$ cat src/rtl/traffic_pkg.sv
// Shared light codes, phase and FSM state types, and the light-pair decoder
// used by the traffic phase timer.
package traffic_pkg;

    localparam logic [1:0] LIGHT_RED    = 2'b00;
    localparam logic [1:0] LIGHT_YELLOW = 2'b10;
    localparam logic [1:0] LIGHT_GREEN  = 2'b11;

    typedef enum logic [1:0] {
        PH_V_GRN,
        PH_YEL,
        PH_H_GRN,
        PH_BAD
    } phase_t;

    typedef enum logic [2:0] {
        ST_SYNC,
        ST_DWELL,
        ST_PULSE,
        ST_WAIT_CHG,
        ST_HALT
    } state_t;

    // Any pair the controller should never show maps to PH_BAD.
    function automatic phase_t decode_phase(input logic [1:0] hLight,
                                            input logic [1:0] vLight);
        if (hLight == LIGHT_RED && vLight == LIGHT_GREEN) begin
            return PH_V_GRN;
        end
        if (hLight == LIGHT_YELLOW && vLight == LIGHT_YELLOW) begin
            return PH_YEL;
        end
        if (hLight == LIGHT_GREEN && vLight == LIGHT_RED) begin
            return PH_H_GRN;
        end
        return PH_BAD;
    endfunction

endpackage

$ cat src/rtl/traffic_dwell_counter.sv
// Saturating dwell counter with synchronous clear; counts cycles spent in the
// currently observed light phase.
module traffic_dwell_counter #(
    parameter int CNT_W = 8
) (
    input  logic             clk,
    input  logic             reset,
    input  logic             clear_i,
    input  logic             inc_i,
    output logic [CNT_W-1:0] count_o
);

    logic [CNT_W-1:0] count_q;

    always_ff @(posedge clk) begin
        if (!reset) begin
            count_q <= '0;
        end else if (clear_i) begin
            count_q <= '0;
        end else if (inc_i && (count_q != '1)) begin
            count_q <= count_q + 1'b1;
        end
    end

    assign count_o = count_q;

endmodule

$ cat src/rtl/traffic_phase_timer.sv
// Pacing stage for the traffic light controller: watches the lights, times each
// phase, and pulses x1 low to let the controller step; faults on bad feedback.
module traffic_phase_timer
    import traffic_pkg::*;
#(
    parameter int GREEN_MIN   = 8,
    parameter int GREEN_MAX   = 32,
    parameter int YELLOW_TIME = 3,
    parameter int ACK_TIMEOUT = 4,
    parameter int CNT_W       = 8
) (
    input  logic             clk,
    input  logic             reset,
    input  logic [1:0]       horizontal_light,
    input  logic [1:0]       vertical_light,
    input  logic             h_sensor,
    input  logic             v_sensor,
    input  logic             ped_req,
    output logic             x1,
    output logic             ped_ack,
    output logic             fault,
    output logic [CNT_W-1:0] dwell_cnt
);

    localparam int WAIT_W = $clog2(ACK_TIMEOUT);

    state_t            state_q, state_d;
    phase_t            phase_q, phase_d;
    logic              pedPending_q, pedPending_d;
    logic              fault_q, fault_d;
    logic [WAIT_W-1:0] waitCnt_q, waitCnt_d;

    phase_t            obsPhase;
    logic              isGreen;
    logic              crossDemand;
    logic [CNT_W-1:0]  threshold;
    logic              cntClear;
    logic              cntInc;

    assign obsPhase    = decode_phase(horizontal_light, vertical_light);
    assign isGreen     = (phase_q == PH_H_GRN) || (phase_q == PH_V_GRN);
    assign crossDemand = pedPending_q |
                         ((phase_q == PH_H_GRN) ? v_sensor : h_sensor);

    // Demand is looked at every cycle, so late demand after GREEN_MIN cuts green at once.
    always_comb begin
        threshold = CNT_W'(GREEN_MAX);
        if (phase_q == PH_YEL) begin
            threshold = CNT_W'(YELLOW_TIME);
        end else if (crossDemand) begin
            threshold = CNT_W'(GREEN_MIN);
        end
    end

    traffic_dwell_counter #(
        .CNT_W(CNT_W)
    ) u_dwell (
        .clk    (clk),
        .reset  (reset),
        .clear_i(cntClear),
        .inc_i  (cntInc),
        .count_o(dwell_cnt)
    );

    always_comb begin
        state_d   = state_q;
        phase_d   = phase_q;
        fault_d   = fault_q;
        waitCnt_d = waitCnt_q;
        cntClear  = 1'b0;
        cntInc    = 1'b0;
        x1        = 1'b1;
        ped_ack   = 1'b0;

        case (state_q)
            ST_SYNC: begin
                cntClear = 1'b1;
                phase_d  = obsPhase;
                state_d  = (obsPhase == PH_BAD) ? ST_HALT : ST_DWELL;
            end
            ST_DWELL: begin
                if (dwell_cnt >= threshold) begin
                    state_d = ST_PULSE;
                end else begin
                    cntInc = 1'b1;
                end
            end
            ST_PULSE: begin
                x1        = 1'b0;
                ped_ack   = isGreen && pedPending_q;
                waitCnt_d = '0;
                state_d   = ST_WAIT_CHG;
            end
            ST_WAIT_CHG: begin
                if (obsPhase != phase_q) begin
                    phase_d  = obsPhase;
                    cntClear = 1'b1;
                    state_d  = ST_DWELL;
                end else if (waitCnt_q == WAIT_W'(ACK_TIMEOUT - 1)) begin
                    fault_d = 1'b1;
                    state_d = ST_HALT;
                end else begin
                    waitCnt_d = waitCnt_q + 1'b1;
                end
            end
            default: begin
                state_d = ST_HALT;
            end
        endcase

        if ((state_q != ST_SYNC) && (obsPhase == PH_BAD)) begin
            fault_d = 1'b1;
            state_d = ST_HALT;
        end
    end

    // A request landing in the servicing cycle wins, so it carries to the next green.
    assign pedPending_d = ped_req | (pedPending_q & ~ped_ack);

    always_ff @(posedge clk) begin
        if (!reset) begin
            state_q      <= ST_SYNC;
            phase_q      <= PH_BAD;
            pedPending_q <= 1'b0;
            fault_q      <= 1'b0;
            waitCnt_q    <= '0;
        end else begin
            state_q      <= state_d;
            phase_q      <= phase_d;
            pedPending_q <= pedPending_d;
            fault_q      <= fault_d;
            waitCnt_q    <= waitCnt_d;
        end
    end

    assign fault = fault_q;

endmodule

$ cat config.mk
export PLATFORM = sky130hd
export DESIGN_NAME = traffic_phase_timer
export DESIGN_NICKNAME = d
export VERILOG_FILES = /design/src/rtl/traffic_pkg.sv /design/src/rtl/traffic_dwell_counter.sv /design/src/rtl/traffic_phase_timer.sv
export SDC_FILE = /design/constraint.sdc
export NUM_CORES = 1
export LEC_CHECK = 0
export ABC_AREA = 1
export CAP_MARGIN = 20
export CORE_MARGIN = 2
export CORE_UTILIZATION = 30
export CTS_CLUSTER_DIAMETER = 50
export DETAILED_ROUTE_END_ITERATION = 7
export HOLD_SLACK_MARGIN = 0.15
export SYNTH_ARGS = -nofsm -noshare
export SYNTH_HDL_FRONTEND = slang
export SYNTH_HIERARCHICAL = 1
export SYNTH_SLANG_ARGS = --single-unit
export TNS_END_PERCENT = 100
$ cat constraint.sdc
create_clock -name clk -period 2.91 [get_ports clk]
set_input_delay 0.582 -clock clk [delete_from_list [all_inputs] [get_ports clk]]
set_output_delay 0.582 -clock clk [all_outputs]
set_load 0.02 [all_outputs]
==> impl_results.md <==
- Post-DRT Antenna Nets: 0
- Cts bufs inserted: 3
- Fmax: between 0.4 and 0.5 GHz
- IO buf count: 19
- Synthesis-stage register bit count: 17
- Power Total: between 0.0005 and 0.0006 W
- Die height: slightly below 70 um
- Unrepaired setup endpoints after global routing: false
- P per Cell Area: 385 mW/mm2
- CTS root buffer: clkbuf_8
- I/O pins: 20
- Data required, critical path: about 3100 ps
- Global-route wire length before repair: 4620 um
- P_leak: 0.730 nW
- Worst path cell trace: clkdlybuf4s50_1 > o21ai_0 > nand4_1 > ha_1 > or2_2 > nor3_1 > nand2_1 > inv_1 > nand2_2 > nor2_2 > nand3b_1 > nand2_1 > nand2_1 > nor2_1
- CTS clk-pin slew, worst paths: 70 ps
- Synth-to-Final Area Change: 24.6%
- Total number of vias: between 1000 and 1500
- Slowest cell delay on critical path: 410 ps
- Worst Hold Class: flip-flop to flip-flop
- Crit. End Element: flip-flop
- Standard-cell rows: 23
- Async S/R FF share, synth: 0%
- Final core occ: approximately two fifths
- Antenna diode instance count: 0
- Vias in the first global route: around 1100
- Startpoint Class: primary input
- Routed WL per cell: 9.59 um
- Worst slew pin tran: approximately 460 ps
- Most common cell on crit path: nand2_1
- Post-Route WL: approximately 2500 um
- Post-CTS Setup Inserts: 0
- Vias/cell: roughly 4.5
- Most area-consuming cells after synthesis: dfxtp_1, nand2_1, nor2_1
- Nets@finish: ~230
- Drt pass-1 iters: 4
- Post-synthesis cell type count: 25
- CORE AREA: between 0.003 and 0.004 mm2
- Setup CP Type: primary input to flip-flop
- Largest net degree at the start of global routing: 11
- VDD IR max: 0.198 mV
- Min cycle time layout: around 2500 ps
- Cell Area, Synth: approximately 0.0012 mm2
- Syn Inst Count: between 150 and 200
- Max clock buf depth: 2
- Chip width: between 60 and 70 um
- Arrival time at the worst endpoint: between 2000 and 3000 ps
- Total congestion overflow: 0
- Placed Cells: 259
- Synthesized area per cell: 6.38 um2
- Overall Global Routing Usage: 13.2%
- Antenna violations before repair: 0
- Final Wtd Congestion: approximately 0.80
- First DRT Iteration DRCs: around 110
- Synth Net Count: just over 200
- Htree depth: 1
- Resize count post-CTS: 0
- Status: finished, final reports clean
- Post-synth EDFFs: 0
- Fin cells: 263
- Largest area contributor in the netlist: dfxtp_1
- Sequential share of the synthesized area: 28.1%
- DRC: 0
- Pins Over Slew Limit: 0
- Later-pin clock latency in the skew report: 250 ps
- Hold buffer count at cts: 0
- Initial core utilization: a little under a third
- CTS Sinks: 17
- Period utilisation layout: a little under nine tenths
- Final hold vios: 0
- Synth top area share: between 20% and 30%
- Skew final: 0.904 ps
- Setup Viol. Count Final: 0
- Worst hold margin: approximately 480 ps
- Maximum capacitance violations: 0
- Post-DP HPWL: around 2000 um
- Layout cells sized above 1: between 10 and 15%
- Most common cell in the netlist: nand2_1
- Synth cell count leaders: nand2_1, nor2_1, inv_1, nand3_1, dfxtp_1
- CTS tree: built
- Die Footprint: between 0.004 and 0.005 mm2
- Total Neg Setup Slack: 0 ps
- YS warnings: 6
- CP max stage cell: clkdlybuf4s50_1
- Rel. slew slack: 69.0%
- Synth Flop Type: dfxtp_1
- Worst Path Max Fanout: 6
-- worst paths after layout --
path,from,end,slack (ps),cells after the start
hold / removal,waitCnt_q[1]$_SDFFE_PN0P_,waitCnt_q[1]$_SDFFE_PN0P_,480,2
hold reg to reg,waitCnt_q[1]$_SDFFE_PN0P_,waitCnt_q[1]$_SDFFE_PN0P_,480,2
setup reg to reg,phase_q[1]$_SDFFE_PN1P_,u_dwell/count_o[7]$_SDFFE_PP0P_,560,14
setup / recovery,h_sensor,u_dwell/count_o[7]$_SDFFE_PP0P_,430,14
-- placed cells by master, fill, tap and decap left out --
cell type        Yosys  final
a21oi_1              9      9
or2_0                1      1
nand3b_1             2      2
nand2_1             40     40
a21oi_2              1      1
dfxtp_1             17     17
nand2_2              7      7
nor3_1               5      5
or2_2                1      1
buf_4                1      1
clkdlybuf4s50_1      0     19
clkbuf_8             0      3
nand3_1             18     18
clkbuf_1             0      1
inv_2                3      3
nand3_2              2      2
nand2_4              5      5
ha_1                 6      6
clkinv_1             1      1
nand4_1              3      3
a21boi_0             1      1
nor2_1              28     28
nor2_2               3      3
o21ai_1              2      2
inv_1               27     27
o21a_1               2      2
o21ai_0              4      4
nor2_4               1      1
-- report_power, final --
| part | internal, W | switching [W] | leakage, nW |
|---|---|---|---|
| sequential | 0.000244 | 0.0000109 | 0.138 |
| clock | 0.0000972 | 0.0000825 | 0.0228 |
| combinational | 0.0000596 | 0.0000874 | 0.569 |
-- registers in the layout, summed over array words and instances, names as in the netlist --
| name | count |
|---|---|
| fault | 1 |
| pedPending_q | 1 |
| phase_q | 2 |
| state_q | 3 |
| u_dwell/count_o | 8 |
| waitCnt_q | 2 |
-- worst max-delay path, delay by kind of cell --
kind | cells | cell delay (ps)
and+or+nand+nor | 10 | 1200
buffers and inverters | 2 | 590
adders and majority gates | 1 | 190
AOI/OAI and AO/OA | 1 | 110
-- kinds of logic after synthesis --
group / count (synthesis) / synth area share [%]
AO/OA/AOI/OAI: 19 / 8.77
adder cells (fa/ha/maj): 6 / 6.19
buffers and inverters: 32 / 10.2
flip-flops: 17 / 28.1
AND/OR/NAND/NOR: 116 / 46.7
-- metal layers --
| metal | global-route usage, % | part of all wire [%] | up-vias |
|---|---|---|---|
| met1 | 17.8 | 51 | 528 |
| met5 | 0 | 0 | - |
| li1 | - | - | 649 |
| met3 | 3.50 | 3.6 | 2 |
| met2 | 20.5 | 45 | 17 |
| met4 | 3.83 | 0.87 | 0 |
-- through the flow --
| stage | cell area, um2 | setup WS, ps |
|---|---|---|
| 6_report | 1510 | 430 |
| 3_3_place_gp | 1470 | 202 |
| 4_1_cts | 1510 | 402 |
| 2_1_floorplan | 1210 | 693 |
| 3_5_place_dp | 1470 | 140 |
| 5_1_grt | 1510 | 98.6 |
-- layout make-up --
| type | instances | area, um2 |
|---|---|---|
| sequential | 17 | 340 |
| clock buffer | 4 | 45.0 |
| tap | 50 | 62.6 |
| multi-input combinational | 141 | 748 |
| timing repair buffer | 20 | 198 |
| fill | 419 | 2430 |
| inverter | 31 | 116 |
(Power assumes the default switching activity.)
